`src/rtl/ysyx_22041211_exec_ctrl_if.sv`:
```
// Fetch / decode / execute handshake bundle between the core control FSM
// (master) and the fetch unit, decoder and execute unit (slave side).
interface ysyx_22041211_exec_ctrl_if #(
    parameter int unsigned DATA_LEN = 32
);
    logic                ifu_req_valid;
    logic [DATA_LEN-1:0] ifu_req_addr;
    logic                ifu_rsp_valid;
    logic [DATA_LEN-1:0] ifu_rsp_data;
    logic [DATA_LEN-1:0] inst;
    logic [2:0]          key;
    logic [DATA_LEN-1:0] imm;
    logic                exu_start;
    logic                exu_done;
    logic                wb_en;

    modport master (
        output ifu_req_valid, ifu_req_addr, inst, exu_start, wb_en,
        input  ifu_rsp_valid, ifu_rsp_data, key, imm, exu_done
    );

    modport slave (
        input  ifu_req_valid, ifu_req_addr, inst, exu_start, wb_en,
        output ifu_rsp_valid, ifu_rsp_data, key, imm, exu_done
    );
endinterface

```
`src/rtl/ysyx_22041211_exec_ctrl.sv`:
```
// Multi-cycle control FSM for the single-issue core: fetch, decode, execute,
// writeback and PC commit, with sticky halt (ebreak) and fault (bad opcode / fetch timeout).
module ysyx_22041211_exec_ctrl #(
    parameter int unsigned         DATA_LEN = 32,
    parameter logic [DATA_LEN-1:0] RESET_PC = 32'h8000_0000,
    parameter int unsigned         TIMEOUT  = 255
) (
    input  logic                      clk,
    input  logic                      rst,
    ysyx_22041211_exec_ctrl_if.master bus,
    output logic [DATA_LEN-1:0]       pc,
    output logic [31:0]               retired,
    output logic                      halt,
    output logic                      fault
);

    localparam logic [2:0] KEY_I   = 3'b000;
    localparam logic [2:0] KEY_N   = 3'b001;
    localparam logic [2:0] KEY_U   = 3'b010;
    localparam logic [2:0] KEY_R   = 3'b011;
    localparam logic [2:0] KEY_J   = 3'b101;
    localparam logic [2:0] KEY_BAD = 3'b111;

    localparam logic [DATA_LEN-1:0] INST_EBREAK = DATA_LEN'(32'h0010_0073);
    localparam logic [DATA_LEN-1:0] INST_ECALL  = DATA_LEN'(32'h0000_0073);
    localparam logic [DATA_LEN-1:0] PC_STEP     = DATA_LEN'(4);

    // Value the WAIT counter holds during the TIMEOUT-th cycle without a response.
    localparam logic [7:0] WAIT_LAST = 8'(TIMEOUT - 1);

    typedef enum logic [2:0] {
        S_IDLE,
        S_FETCH,
        S_WAIT,
        S_DECODE,
        S_EXEC,
        S_WB,
        S_HALT
    } state_e;

    typedef enum logic [1:0] {
        DEC_EXEC,
        DEC_ECALL,
        DEC_EBREAK,
        DEC_BAD
    } dec_e;

    state_e              state_q;
    state_e              state_d;
    dec_e                dec;
    logic [DATA_LEN-1:0] inst_q;
    logic [7:0]          wait_cnt;
    logic                wait_expired;
    logic                req_valid;
    logic                start;
    logic                wb;

    assign bus.ifu_req_valid = req_valid;
    assign bus.ifu_req_addr  = pc;
    assign bus.inst          = inst_q;
    assign bus.exu_start     = start;
    assign bus.wb_en         = wb;

    assign wait_expired = (wait_cnt == WAIT_LAST);

    // Classify the registered instruction; the invalid key code outranks the
    // system-word matches, and any other N-type word is treated as invalid.
    always_comb begin
        // NOTE: every combinational output gets a default first so no path leaves it unassigned (no latch).
        dec = DEC_EXEC;
        if (bus.key == KEY_BAD) begin
            dec = DEC_BAD;
        end else if (inst_q == INST_EBREAK) begin
            dec = DEC_EBREAK;
        end else if (inst_q == INST_ECALL) begin
            dec = DEC_ECALL;
        end else if (bus.key == KEY_N) begin
            dec = DEC_BAD;
        end
    end

    // State register.
    always_ff @(posedge clk or posedge rst) begin
        // NOTE: sequential state uses non-blocking assignments so every flop samples pre-edge values.
        if (rst) begin
            state_q <= S_IDLE;
        end else begin
            state_q <= state_d;
        end
    end

    // Next-state logic and strobes.
    always_comb begin
        state_d   = state_q;
        req_valid = 1'b0;
        start     = 1'b0;
        wb        = 1'b0;
        case (state_q)
            S_IDLE: begin
                state_d = S_FETCH;
            end
            S_FETCH: begin
                req_valid = 1'b1;
                state_d   = S_WAIT;
            end
            S_WAIT: begin
                if (bus.ifu_rsp_valid) begin
                    state_d = S_DECODE;
                end else if (wait_expired) begin
                    state_d = S_HALT;
                end
            end
            S_DECODE: begin
                case (dec)
                    DEC_EXEC: begin
                        start   = 1'b1;
                        state_d = S_EXEC;
                    end
                    DEC_ECALL: state_d = S_FETCH;
                    default:   state_d = S_HALT;
                endcase
            end
            S_EXEC: begin
                if (bus.exu_done) begin
                    state_d = S_WB;
                end
            end
            S_WB: begin
                wb      = bus.key inside {KEY_I, KEY_U, KEY_R, KEY_J};
                state_d = S_FETCH;
            end
            S_HALT: begin
                state_d = S_HALT;
            end
            default: begin
                state_d = S_IDLE;
            end
        endcase
    end

    // Architectural state: PC, instruction register, retire count, WAIT counter and sticky flags.
    always_ff @(posedge clk or posedge rst) begin
        if (rst) begin
            pc       <= RESET_PC;
            inst_q   <= '0;
            retired  <= '0;
            wait_cnt <= '0;
            halt     <= 1'b0;
            fault    <= 1'b0;
        end else begin
            case (state_q)
                S_FETCH: begin
                    wait_cnt <= '0;
                end
                S_WAIT: begin
                    if (bus.ifu_rsp_valid) begin
                        inst_q <= bus.ifu_rsp_data;
                    end else begin
                        wait_cnt <= wait_cnt + 8'd1;
                        if (wait_expired) begin
                            fault <= 1'b1;
                        end
                    end
                end
                S_DECODE: begin
                    case (dec)
                        DEC_BAD: begin
                            fault <= 1'b1;
                        end
                        DEC_EBREAK: begin
                            halt    <= 1'b1;
                            retired <= retired + 32'd1;
                        end
                        DEC_ECALL: begin
                            pc      <= pc + PC_STEP;
                            retired <= retired + 32'd1;
                        end
                        default: begin
                        end
                    endcase
                end
                S_WB: begin
                    // J-type commits a PC-relative target; everything else falls through.
                    pc      <= (bus.key == KEY_J) ? pc + bus.imm : pc + PC_STEP;
                    retired <= retired + 32'd1;
                end
                default: begin
                end
            endcase
        end
    end

endmodule

```
`src/flat_wrapper.sv`:
```
// flat-port wrapper written by rule: the top's interface ports become plain ports
module ysyx_22041211_exec_ctrl_flat 
#(
    parameter int unsigned         DATA_LEN = 32,
    parameter logic [DATA_LEN-1:0] RESET_PC = 32'h8000_0000,
    parameter int unsigned         TIMEOUT  = 255
)
  (clk, rst, pc, retired, halt, fault, bus_ifu_req_valid, bus_ifu_req_addr, bus_inst, bus_exu_start, bus_wb_en, bus_ifu_rsp_valid, bus_ifu_rsp_data, bus_key, bus_imm, bus_exu_done);
  ysyx_22041211_exec_ctrl_if #(.DATA_LEN(DATA_LEN)) bus_i ();
  input  logic clk;
  input  logic rst;
  output logic [DATA_LEN-1:0] pc;
  output logic [31:0] retired;
  output logic halt;
  output logic fault;
  output wire logic [$bits(bus_i.ifu_req_valid)-1:0] bus_ifu_req_valid;
  output wire logic [$bits(bus_i.ifu_req_addr)-1:0] bus_ifu_req_addr;
  output wire logic [$bits(bus_i.inst)-1:0] bus_inst;
  output wire logic [$bits(bus_i.exu_start)-1:0] bus_exu_start;
  output wire logic [$bits(bus_i.wb_en)-1:0] bus_wb_en;
  input wire logic [$bits(bus_i.ifu_rsp_valid)-1:0] bus_ifu_rsp_valid;
  input wire logic [$bits(bus_i.ifu_rsp_data)-1:0] bus_ifu_rsp_data;
  input wire logic [$bits(bus_i.key)-1:0] bus_key;
  input wire logic [$bits(bus_i.imm)-1:0] bus_imm;
  input wire logic [$bits(bus_i.exu_done)-1:0] bus_exu_done;
  assign bus_ifu_req_valid = bus_i.ifu_req_valid;
  assign bus_ifu_req_addr = bus_i.ifu_req_addr;
  assign bus_inst = bus_i.inst;
  assign bus_exu_start = bus_i.exu_start;
  assign bus_wb_en = bus_i.wb_en;
  assign bus_i.ifu_rsp_valid = bus_ifu_rsp_valid;
  assign bus_i.ifu_rsp_data = bus_ifu_rsp_data;
  assign bus_i.key = bus_key;
  assign bus_i.imm = bus_imm;
  assign bus_i.exu_done = bus_exu_done;
  ysyx_22041211_exec_ctrl #(.DATA_LEN(DATA_LEN), .RESET_PC(RESET_PC), .TIMEOUT(TIMEOUT)) u_core (.clk(clk), .rst(rst), .bus(bus_i), .pc(pc), .retired(retired), .halt(halt), .fault(fault));
endmodule
```
`config.mk`:
```
export PLATFORM = sky130hd
export DESIGN_NAME = ysyx_22041211_exec_ctrl_flat
export DESIGN_NICKNAME = d
export VERILOG_FILES = /design/src/rtl/ysyx_22041211_exec_ctrl_if.sv /design/src/rtl/ysyx_22041211_exec_ctrl.sv /design/src/flat_wrapper.sv
export SDC_FILE = /design/constraint.sdc
export NUM_CORES = 1
export LEC_CHECK = 0
export BUFFER_PORTS_ARGS = -buffer_cell sky130_fd_sc_hd__buf_2
export CAP_MARGIN = 20
export CORE_MARGIN = 3
export CORE_UTILIZATION = 50
export CTS_CLUSTER_SIZE = 16
export DETAILED_ROUTE_END_ITERATION = 10
export PLACE_DENSITY_LB_ADDON = 0.15
export SLEW_MARGIN = 40
export SYNTH_ARGS = -nofsm -noshare
export SYNTH_HDL_FRONTEND = slang
export SYNTH_SLANG_ARGS = --single-unit
```
`constraint.sdc`:
```
create_clock -name clk -period 8.52 [get_ports clk]
set_input_delay 1.278 -clock clk [delete_from_list [all_inputs] [get_ports clk]]
set_output_delay 1.278 -clock clk [all_outputs]
set_load 0.02 [all_outputs]
```
==> results of run 1 <==
==> power groups by stage <==
stage / sequential, W / clock, W / combinational, W
after floorplan: 0.00100 / 0 / 0.000805
after global placement: 0.000886 / 0 / 0.00126
after detailed placement: 0.000891 / 0 / 0.00127
after CTS: 0.000882 / 0.000452 / 0.00127
after global routing: 0.000916 / 0.000471 / 0.00140
final: 0.000881 / 0.000440 / 0.00127
==> worst min-delay path by stage <==
| stage | startpoint | end | slack, ns | cells past startpoint |
|---|---|---|---|---|
| 2_1_floorplan | u_core.wait_cnt[0] | u_core.wait_cnt[0] | 0.48 | 1 |
| 3_3_place_gp | u_core.retired[31] | u_core.retired[31] | 0.46 | 1 |
| 3_5_place_dp | u_core.retired[31] | u_core.retired[31] | 0.45 | 1 |
| 4_1_cts | u_core.retired[31] | u_core.retired[31] | 0.47 | 1 |
| 5_1_grt | u_core.retired[31] | u_core.retired[31] | 0.50 | 1 |
| 6_report | u_core.retired[31] | u_core.retired[31] | 0.47 | 1 |
==> per-stage QoR <==
stage | instance area (µm²) | setup WS (ns)
floorplan | 7410 | 4.37
global placement | 8300 | 4.38
detailed placement | 8300 | 4.21
CTS | 8610 | 3.98
global route | 8620 | 3.98
finish | 8620 | 4.19
==> state kept, by name, summed over array words and instances, names as in the netlist <==
name / cells
u_core.halt: 1
u_core.bus.ifu_req_addr: 32
u_core.bus.inst: 32
u_core.retired: 32
u_core.wait_cnt: 8
u_core.fault: 1
u_core.state_q: 3
==> cell usage in the layout, fill, tap and decap left out, types with 5 or more instances in the layout <==
cell,n
sky130_fd_sc_hd__and3_1,15
sky130_fd_sc_hd__or3_1,12
sky130_fd_sc_hd__nand3_1,33
sky130_fd_sc_hd__a22oi_1,6
sky130_fd_sc_hd__o211ai_1,7
sky130_fd_sc_hd__inv_1,18
sky130_fd_sc_hd__a21o_1,25
sky130_fd_sc_hd__nor2_1,59
sky130_fd_sc_hd__o21bai_1,8
sky130_fd_sc_hd__a221oi_1,5
sky130_fd_sc_hd__nand4_1,20
sky130_fd_sc_hd__xor2_1,35
sky130_fd_sc_hd__o22ai_1,8
sky130_fd_sc_hd__a21oi_1,57
sky130_fd_sc_hd__xnor2_1,26
sky130_fd_sc_hd__o21ai_0,47
sky130_fd_sc_hd__mux2_2,32
sky130_fd_sc_hd__clkbuf_16,9
sky130_fd_sc_hd__a31oi_1,14
sky130_fd_sc_hd__and4_1,6
sky130_fd_sc_hd__nor2b_1,5
sky130_fd_sc_hd__nor4_1,6
sky130_fd_sc_hd__dfrtp_1,108
sky130_fd_sc_hd__nor3_1,18
sky130_fd_sc_hd__a211oi_1,5
sky130_fd_sc_hd__buf_2,203
sky130_fd_sc_hd__ha_1,40
sky130_fd_sc_hd__nand2_1,70
==> per-layer routing <==
metal / share of wire [%] / global-route usage, % / up-vias
met4: 0.87 / 4.62 / 0
met5: 0 / 0 / -
met2: 48 / 39.4 / 245
met1: 45 / 34.5 / 3182
met3: 7.1 / 5.38 / 14
li1: - / - / 3259
==> layout make-up <==
type	instances	share of cell area, %
Clock inverter	6	0.957
Inverter	19	0.856
Timing Repair Buffer	208	12.3
Tap cell	180	2.61
Multi-Input combinational cell	620	49.0
Clock buffer	10	2.65
Sequential cell	109	31.6
==> kinds of logic after synthesis <==
family | Yosys count | share of synthesized area, %
DFF | 109 | 36.8
and+or+nand+nor | 274 | 19.5
xor gates and xnor gates | 61 | 7.21
muxes | 34 | 5.14
AOI/OAI and AO/OA | 210 | 18.0
adders and majority gates | 41 | 7.03
buffers and inverters | 85 | 6.23
==> results by group, run 1 <==
Cells and area
  • Fraction of layout instances using a drive strength above 1: around 29%
  • Filler cells: around 1300
  • Total inserted antenna cells: 0
  • Post-Layout Cell Count: approximately 1200
  • Net count reported at finish: approximately 1100
  • Core Util, Final: between 60% and 70%
  • Area added between synthesis and finish: 16.4%
  • Flip-flop and latch area: 2730 µm²
  • Multi-input gate area in the final layout: roughly 4200 µm²

Synthesis
  • Area of the mapped netlist: roughly 7400 µm²
  • Proportion of synthesized flip-flops having asynchronous set or reset: 100%
  • Most common cell in the netlist: sky130_fd_sc_hd__dfrtp_1
  • Number of instances in the synthesized netlist: between 800 and 900
  • Synth warn: 0
  • Register bit count reported by yosys: 109
  • Part of the Yosys area used for sequential elements: 36.8%
  • Number of enable-type register cells in the synthesized netlist: 0
  • Ranking of synthesized cells by instance count: sky130_fd_sc_hd__dfrtp_1, sky130_fd_sc_hd__nand2_1, sky130_fd_sc_hd__nor2_1
  • Leading register cell type out of synthesis: sky130_fd_sc_hd__dfrtp_1
  • Yosys top cell area share: 36.5%
  • Top cells by area in the synthesized netlist: sky130_fd_sc_hd__dfrtp_1, sky130_fd_sc_hd__ha_1, sky130_fd_sc_hd__mux2_2, sky130_fd_sc_hd__xor2_1, sky130_fd_sc_hd__a21oi_1
  • Mapped Nets: roughly 930
  • Post-synthesis cell type count: 70
  • Largest area contributor in the netlist: sky130_fd_sc_hd__dfrtp_1
  • Average footprint of a synthesized cell: approximately 9 µm²

Place
  • Global placement routability congestion: 0.870
  • DP HPWL: roughly 15000 µm
  • Placed Cells: 1136
  • Number of buffers inserted by port buffering: around 200

Pwr
  • Worst VDD drop: roughly 0.21 mV
  • Share of power burned in registers: around 34%
  • Switching part of the total: between 40% and 50%
  • Power Dens Cells: roughly 300 nW/µm²
  • Combinational share of power: about half
  • Total Power: between 0.002 and 0.003 W
  • Switching pwr: ~0.0012 W
  • Share of power burned in the clock network: around 17%
  • Internal power: 0.00140 W
  • Leakage power of the design: approximately 4.3 nW

Timing
  • Min cycle time layout: approximately 4.3 ns
  • Headroom to the max-slew limit: slightly below 50%
  • Worst Tran Pin Value: around 0.77 ns
  • Max Slew Vio Count: 0
  • Setup TNS after final layout: 0 ns
  • F_max: about 230 MHz
  • Final worst hold slack: between 0.4 and 0.5 ns
  • Crit share post-route: approximately half
  • Endpoints failing setup: 0
  • Final hold vios: 0
  • Unrepaired setup endpoints after global routing: false
  • Clock Skews: 0.00815 ns

Global routing
  • Largest net degree at the start of global routing: 66
  • First-pass GRT wire length: about 33000 µm
  • Vias in the first global route: around 6300
  • Total GRT Usage: between 20% and 30%
  • Sum of overflow across all layers after global routing: 0
  • Number of antenna violations at the first check in global routing: 0

Routing
  • Via count normalized by instance count: slightly below 6
  • Number of remaining DRC errors: 0
  • Post-detailed-route wirelength per cell: between 15 and 20 µm
  • Iteration-0 DRC Markers: 425
  • Antenna violation net count after detailed routing: 0
  • Routed via count: between 6000 and 7000
  • DR pass1 iterations: 7
  • Final Routed Wirelength: about 20000 µm

Worst setup path
  • Critical Path Source: u_core.bus.inst[22]
  • Reg-to-reg startpoint: u_core.bus.inst[22]
  • Reg-to-Reg End: u_core.retired[28]
  • Crit path buf inv count: 1
  • Cell with the largest stage delay on the worst path: sky130_fd_sc_hd__nor4_1
  • CP Data Arrival Time: 3.05 ns
  • Register-to-Register Path Depth: 15
  • Req. time, crit path: a little over 7 ns
  • Largest stage delay on the critical path: roughly 0.48 ns
  • Crit path cell chain: nor4_1 > nand4_1 > nor4_2 > nor3_1 > a21oi_1 > nor2b_1 > a21oi_1 > ha_1 > and3_1 > buf_2
  • Cell family with most CP delay: simple AND/OR/NAND/NOR gates
  • Setup slack of the most critical reg-to-reg path: around 4.4 ns
  • Biggest fanout along the worst timing path: 5
  • CP Depth: 10
  • CP most frequent cell: sky130_fd_sc_hd__a21oi_1
  • Worst setup path class: reg2out
  • Capture point of the critical path: bus_exu_start
  • Type of origin of the critical path: register
  • Endpoint type of the worst setup path: output pin

Die
  • DIE AREA: 16300 µm²
  • Die Width: between 100 and 150 µm
  • Site Rows: 43
  • Area of the core: between 10000 and 15000 µm²
  • Y dimension of the die: 128 µm
  • # IOs: around 200
  • Initial standard-cell utilization of the core: a little over half

CTS
  • Count of instances resized after the clock tree is built: 0
  • Clock-pin slew of the registers on the worst-case setup and hold paths: ~0.080 ns
  • Latest clock arrival within the worst-skew pair: between 0.3 and 0.4 ns
  • Library cell used as clock root buffer: sky130_fd_sc_hd__clkbuf_16
  • Clock tree from TritonCTS: built
  • Post-CTS Setup Repair Bufs: 0
  • CTS Hold Bufs: 0
  • CTS Buf Count: 9
  • Number of sinks driven by the clock tree: 109
  • Clock Path Buffers: 2
  • CTS H-tree depth: 3

Worst hold path
  • Worst Hold Class: reg2reg

Flow run
  • Max-Cap Viols: 0

Status
  • Result of the run: completed
Power figures use the tool's default switching activity.
==> inputs of run 2 (changes only) <==
--- a/config.mk
+++ b/config.mk
@@ -8,7 +8,7 @@
 export BUFFER_PORTS_ARGS = -buffer_cell sky130_fd_sc_hd__buf_2
 export CAP_MARGIN = 20
 export CORE_MARGIN = 3
-export CORE_UTILIZATION = 50
+export CORE_UTILIZATION = 48
 export CTS_CLUSTER_SIZE = 16
 export DETAILED_ROUTE_END_ITERATION = 10
 export PLACE_DENSITY_LB_ADDON = 0.15
==> constraint.sdc (replaced) <==
create_clock -name clk -period 3.7 [get_ports clk]
set_input_delay 0.555 -clock clk [delete_from_list [all_inputs] [get_ports clk]]
set_output_delay 0.555 -clock clk [all_outputs]
set_load 0.02 [all_outputs]
==> run 2 against run 1 <==
Design area rose by 1.5%; clock skew rose by 0.00051 ns; sequential power rose by 130%; combinational power rose by 140%; utilization fell by 1.6 points; critical path type is now reg2reg; largest cell class unchanged.
==> results by group, run 2 (synthesized netlist as in run 1, its figures left out) <==
Routing
  • Post-detailed-route wirelength per cell: 17.5 µm (was 17.2 µm)
  • Iteration-0 DRC Markers: 457 (was 425)
  • Number of remaining DRC errors: 0 (unchanged)
  • Via count normalized by instance count: 5.78 (was 5.82)
  • Final Routed Wirelength: 20500 µm (was 19900 µm)
  • Routed via count: 6766 (was 6700)
  • DR pass1 iterations: 5 (was 7)
  • Antenna violation net count after detailed routing: 0 (unchanged)

Global routing
  • Number of antenna violations at the first check in global routing: 0 (unchanged)
  • Vias in the first global route: 6322 (was 6280)
  • Total GRT Usage: 24.4% (was 24.5%)
  • Sum of overflow across all layers after global routing: 0 (unchanged)
  • First-pass GRT wire length: 32800 µm (was 32700 µm)
  • Largest net degree at the start of global routing: 65 (was 66)

Pwr
  • Power Dens Cells: 688 nW/µm² (was 301 nW/µm²)
  • Leakage power of the design: 4.36 nW (was 4.29 nW)
  • Worst VDD drop: 0.466 mV (was 0.207 mV)

Die
  • # IOs: 204 (unchanged)
  • Area of the core: 14800 µm² (was 14200 µm²)
  • Site Rows: 44 (was 43)
  • Y dimension of the die: 130 µm (was 128 µm)
  • Initial standard-cell utilization of the core: 50.0% (was 52.1%)
  • DIE AREA: 17000 µm² (was 16300 µm²)
  • Die Width: 130 µm (was 128 µm)

Timing
  • Headroom to the max-slew limit: 59.1% (was 48.2%)
  • Endpoints failing setup: 0 (unchanged)
  • Final hold vios: 0 (unchanged)
  • Worst Tran Pin Value: 0.613 ns (was 0.774 ns)
  • Final worst hold slack: 0.288 ns (was 0.471 ns)
  • Clock Skews: 0.00866 ns (was 0.00815 ns)
  • Crit share post-route: about 95%
  • Min cycle time layout: about 3.5 ns
  • F_max: around 290 MHz
  • Max Slew Vio Count: 0 (unchanged)

Cells and area
  • Post-route cell area: 8750 µm² (was 8620 µm²)
  • Post-Layout Cell Count: 1170 (was 1152)
  • Fraction of layout instances using a drive strength above 1: 29.8% (was 28.7%)
  • Total inserted antenna cells: 0 (unchanged)
  • Most common cell after layout, fill and taps aside: sky130_fd_sc_hd__buf_2 (unchanged)
  • Most frequent cells in the layout: sky130_fd_sc_hd__buf_2, sky130_fd_sc_hd__dfrtp_1, sky130_fd_sc_hd__nand2_1 (unchanged)
  • Area added between synthesis and finish: 18.2% (was 16.4%)
  • Core Util, Final: 59.1% (was 60.7%)
  • Net count reported at finish: 1094 (was 1079)

Worst hold path
  • Worst Hold Class: in2async (was reg2reg)

CTS
  • Post-CTS Setup Repair Bufs: 0 (unchanged)
  • Number of sinks driven by the clock tree: 109 (unchanged)
  • CTS Hold Bufs: 0 (unchanged)
  • CTS Buf Count: 9 (unchanged)
  • CTS H-tree depth: 3 (unchanged)
  • Library cell used as clock root buffer: sky130_fd_sc_hd__clkbuf_16 (unchanged)
  • Latest clock arrival within the worst-skew pair: 0.36 ns (was 0.35 ns)
  • Clock tree from TritonCTS: built (unchanged)
  • Clock-pin slew of the registers on the worst-case setup and hold paths: 0.07 ns (was 0.08 ns)
  • Clock Path Buffers: 2 (unchanged)

Worst setup path
  • Type of origin of the critical path: register (unchanged)
  • Biggest fanout along the worst timing path: 5 (unchanged)
  • Endpoint type of the worst setup path: register (was output pin)
  • CP Data Arrival Time: 3.74 ns (was 3.05 ns)
  • Req. time, crit path: 3.94 ns (was 7.24 ns)
  • Worst setup path class: reg2reg (was reg2out)

Status
  • Result of the run: completed (unchanged)

Place
  • Global placement routability congestion: 0.840 (was 0.870)
  • Number of buffers inserted by port buffering: 203 (unchanged)
  • DP HPWL: 15500 µm (was 15100 µm)
  • Placed Cells: 1155 (was 1136)
  • Placement Cell Area: 8450 µm² (was 8300 µm²)

Flow run
  • Max-Cap Viols: 0 (unchanged)
[run 2: cell types whose count changed in the layout (fill, tap and decap cells not counted), sizes merged]
cell / previous run / this run
clkinv: 2 / 0
clkbuf: 10 / 11
buf: 208 / 223
[run 2: layout make-up]
type                    count  area (µm²)
fillers                  1365        6060
clock inverters             4        57.6
multi-input cells         620        4240
well taps                 184         230
repair buffers            223        1190
clock buffers              11         233
flip-flops and latches    109        2730
inverters                  19        76.3
[run 2: report_power, final]
group	internal [W]	switching [W]	leakage [nW]
clock network	0.000530	0.000464	0.138
logic	0.00116	0.00182	2.83
registers	0.00155	0.000491	1.40
total	0.00324	0.00278	4.36
[run 2: per-stage QoR]
stage          total power [W]  setup slack (ns)   TNS, ns
2_1_floorplan          0.00417             0.170         0
3_3_place_gp           0.00501             0.202         0
3_5_place_dp           0.00503             0.132         0
4_1_cts                0.00604             0.120         0
5_1_grt                0.00646          -0.00133  -0.00133
6_report               0.00602             0.197         0
[run 2: per-layer routing]
metal | part of all wire [%] | global-route usage, % | vias to the layer above
li1 | - | - | 3282
met1 | 46 | 35.0 | 3238
met2 | 46 | 37.6 | 230
met3 | 7.3 | 6.06 | 16
met4 | 0.92 | 4.95 | 0
met5 | 0 | 0 | -
[run 2: final timing paths]
check	end	start	slack, ns	depth (start not counted)
max	u_core.retired[12]	u_core.bus.inst[7]	0.20	17
min	u_core.bus.inst[5]	rst	0.29	2
max reg2reg	u_core.retired[12]	u_core.bus.inst[7]	0.20	17
min reg2reg	u_core.retired[31]	u_core.retired[31]	0.47	1
max in group asynchronous	u_core.bus.ifu_req_addr[7]	rst	2.74	3
min in group clk	u_core.bus.inst[31]	bus_ifu_rsp_data[31]	0.43	2
[run 2: timing repair]
item / CTS / global route
setup endpoints to repair: 0 / 25
endpoints found under the hold margin: 0 / 0
gates resized for setup: 0 / 3
[run 2: critical path: stages, from the launching register on]
cell and delay (ns):
sky130_fd_sc_hd__dfrtp_1 0.40, sky130_fd_sc_hd__nor4_1 0.33, sky130_fd_sc_hd__nand2_1 0.15, sky130_fd_sc_hd__nor4_2 0.24, sky130_fd_sc_hd__buf_4 0.19, sky130_fd_sc_hd__nor3_1 0.05, sky130_fd_sc_hd__a21oi_1 0.12, sky130_fd_sc_hd__nor2b_1 0.08
sky130_fd_sc_hd__a21oi_1 0.18, sky130_fd_sc_hd__ha_1 0.26, sky130_fd_sc_hd__and3b_1 0.17, sky130_fd_sc_hd__o2111a_2 0.25, sky130_fd_sc_hd__and3_1 0.19, sky130_fd_sc_hd__and3_2 0.27, sky130_fd_sc_hd__nand4_4 0.16, sky130_fd_sc_hd__buf_4 0.16
sky130_fd_sc_hd__nor2_1 0.05, sky130_fd_sc_hd__xor2_1 0.14
==> inputs of run 3 (changes only) <==
--- a/config.mk
+++ b/config.mk
@@ -8,7 +8,7 @@
 export BUFFER_PORTS_ARGS = -buffer_cell sky130_fd_sc_hd__buf_2
 export CAP_MARGIN = 20
 export CORE_MARGIN = 3
-export CORE_UTILIZATION = 48
+export CORE_UTILIZATION = 50
 export CTS_CLUSTER_SIZE = 16
 export DETAILED_ROUTE_END_ITERATION = 10
 export PLACE_DENSITY_LB_ADDON = 0.15
==> constraint.sdc (replaced) <==
create_clock -name clk -period 3.6 [get_ports clk]
set_input_delay 0.54 -clock clk [delete_from_list [all_inputs] [get_ports clk]]
set_output_delay 0.54 -clock clk [all_outputs]
set_load 0.02 [all_outputs]
==> run 3 against run 2 <==
Clock skew up 0.0039 ns; design area about the same; sequential power is 2% higher; first-iteration DRC count shrank 11%; cell count is 0.26% lower; wire length is 0.38% lower; clock power is 4% higher; register-to-register slack worse by 0.04 ns; sequential share of layout area barely moved; critical path type unchanged; largest cell class unchanged.
==> results by group, run 3 (synthesized netlist as in run 1, its figures left out) <==
CTS
  • Clock tree from TritonCTS: built (unchanged)
  • CTS H-tree depth: 3 (unchanged)
  • Number of sinks driven by the clock tree: 109 (unchanged)
  • Clock-pin slew of the registers on the worst-case setup and hold paths: 0.08 ns (was 0.07 ns)
  • Library cell used as clock root buffer: sky130_fd_sc_hd__clkbuf_16 (unchanged)
  • Clock Path Buffers: 2 (unchanged)
  • Latest clock arrival within the worst-skew pair: 0.35 ns (was 0.36 ns)
  • Post-CTS Setup Repair Bufs: 0 (unchanged)
  • CTS Buf Count: 9 (unchanged)

Timing
  • Fin worst setup slack: 0.156 ns (was 0.197 ns)
  • F_max: 290 MHz (was 285 MHz)
  • Min cycle time layout: 3.44 ns (was 3.50 ns)
  • Endpoints failing setup: 0 (unchanged)
  • Crit share post-route: 95.7% (was 94.7%)
  • Setup TNS after final layout: 0 ns (unchanged)
  • Headroom to the max-slew limit: 47.4% (was 59.1%)
  • Max Slew Vio Count: 0 (unchanged)
  • Final hold vios: 0 (unchanged)
  • Final worst hold slack: 0.242 ns (was 0.288 ns)
  • Worst Tran Pin Value: 0.787 ns (was 0.613 ns)
  • Unrepaired setup endpoints after global routing: true
  • Clock Skews: 0.0126 ns (was 0.00866 ns)

Pwr
  • Worst VDD drop: 0.444 mV (was 0.466 mV)
  • Leakage power of the design: 4.37 nW (was 4.36 nW)
  • Power Dens Cells: 708 nW/µm² (was 688 nW/µm²)

Routing
  • Routed via count: 6831 (was 6766)
  • DR pass1 iterations: 5 (unchanged)
  • Via count normalized by instance count: 5.85 (was 5.78)
  • Antenna violation net count after detailed routing: 0 (unchanged)
  • Iteration-0 DRC Markers: 409 (was 457)
  • Final Routed Wirelength: 20400 µm (was 20500 µm)
  • Number of remaining DRC errors: 0 (unchanged)
  • Post-detailed-route wirelength per cell: 17.5 µm (about the same)

Place
  • DP HPWL: 15300 µm (was 15500 µm)
  • Worst setup slack after placement: -0.0564 ns (was 0.132 ns)
  • Placed Cells: 1150 (was 1155)
  • Number of buffers inserted by port buffering: 203 (unchanged)
  • Global placement routability congestion: 0.877 (was 0.840)

Die
  • Area of the core: 14200 µm² (was 14800 µm²)
  • Y dimension of the die: 128 µm (was 130 µm)
  • Initial standard-cell utilization of the core: 52.1% (was 50.0%)
  • Site Rows: 43 (was 44)
  • Die Width: 128 µm (was 130 µm)
  • # IOs: 204 (unchanged)
  • DIE AREA: 16300 µm² (was 17000 µm²)

Worst setup path
  • Type of origin of the critical path: register (unchanged)
  • Crit path cell chain: nor4_2 > nand4_1 > nor4_1 > buf_4 > nor3_1 > a21oi_1 > nor2b_1 > a21oi_1 > ha_1 > and3b_1 > o2111a_2 > and3_1 > and3_4 > nand4_4 > nor4_2 > xor2_1 (was nor4_1 > nand2_1 > nor4_2 > buf_4 > nor3_1 > a21oi_1 > nor2b_1 > a21oi_1 > ha_1 > and3b_1 > o2111a_2 > and3_1 > and3_2 > nand4_4 > buf_4 > nor2_1 > xor2_1)
  • Req. time, crit path: 3.88 ns (was 3.94 ns)
  • Cell with the largest stage delay on the worst path: sky130_fd_sc_hd__dfrtp_1 (unchanged)
  • Worst setup path class: reg2reg (unchanged)
  • CP Data Arrival Time: 3.73 ns (was 3.74 ns)
  • Endpoint type of the worst setup path: register (unchanged)
  • Largest stage delay on the critical path: 0.41 ns (was 0.40 ns)
  • Biggest fanout along the worst timing path: 6 (was 5)

Flow run
  • Max-Cap Viols: 0 (unchanged)

Global routing
  • Vias in the first global route: 6294 (was 6322)
  • Sum of overflow across all layers after global routing: 0 (unchanged)
  • Largest net degree at the start of global routing: 64 (was 65)
  • Number of antenna violations at the first check in global routing: 1 (was 0)
  • Total GRT Usage: 24.7% (was 24.4%)
  • First-pass GRT wire length: 32600 µm (was 32800 µm)

Cells and area
  • Area added between synthesis and finish: 18.1% (was 18.2%)
  • Core Util, Final: 61.6% (was 59.1%)
  • Most frequent cells in the layout: sky130_fd_sc_hd__buf_2, sky130_fd_sc_hd__dfrtp_1, sky130_fd_sc_hd__nand2_1 (unchanged)
  • Post-Layout Cell Count: 1167 (was 1170)
  • Fraction of layout instances using a drive strength above 1: 30.1% (was 29.8%)
  • Net count reported at finish: 1094 (unchanged)
  • Most common cell after layout, fill and taps aside: sky130_fd_sc_hd__buf_2 (unchanged)

Worst hold path
  • Worst Hold Class: in2async (unchanged)

Status
  • Result of the run: completed (unchanged)
-- run 3: power by group --
part	leakage, nW	switching, W	internal, W
clock	0.149	0.000480	0.000547
sequential	1.40	0.000498	0.00159
combinational	2.82	0.00188	0.00120
-- run 3: metal layers --
metal	global-route usage, %	vias to the layer above	routed length (µm)
met1	34.0	3273	9050
met3	4.75	19	1380
met4	6.62	0	234
met5	0	-	0
li1	-	3285	-
met2	40.0	254	9710
-- run 3: timing repair --
| action | 4_1_cts | 5_1_grt |
|---|---|---|
| setup endpoints to repair | 4 | 14 |
| cloned | 0 | 1 |
| resized for setup | 3 | 2 |
| hold buffers | 0 | 0 |
-- run 3: metrics by stage --
| stage | cell area, µm² | total power (W) |
|---|---|---|
| 6_report | 8740 | 0.00619 |
| 5_1_grt | 8740 | 0.00663 |
| 4_1_cts | 8720 | 0.00621 |
| 3_5_place_dp | 8410 | 0.00515 |
| 3_3_place_gp | 8410 | 0.00513 |
| 2_1_floorplan | 7410 | 0.00428 |
-- run 3: layout make-up --
cell class | count | area (µm²)
Tap cell | 180 | 225
Antenna cell | 1 | 2.50
Multi-Input combinational cell | 621 | 4260
Sequential cell | 109 | 2730
Fill cell | 1288 | 5460
Inverter | 19 | 76.3
Clock buffer | 9 | 225
Clock inverter | 6 | 71.3
Timing Repair Buffer | 222 | 1160
-- run 3: path summary, 6_finish.rpt --
check / from / endpoint / slack (ns) / depth (start not counted)
max: u_core.bus.inst[19] / u_core.retired[28] / 0.16 / 16
min: rst / u_core.bus.ifu_req_addr[5] / 0.24 / 2
max reg2reg: u_core.bus.inst[19] / u_core.retired[28] / 0.16 / 16
min reg2reg: u_core.retired[31] / u_core.retired[31] / 0.47 / 1
max in group asynchronous: rst / u_core.bus.ifu_req_addr[31] / 2.52 / 3
min in group clk: bus_ifu_rsp_data[20] / u_core.bus.inst[20] / 0.39 / 3
-- run 3: critical path, delay by kind of cell, from the launching register on --
family,cells,cell delay [ns]
fa+ha+maj,1,0.16
xor+xnor,1,0.17
buf+inv,1,0.18
flops,1,0.41
simple gates,10,1.96
compound gates,3,0.48
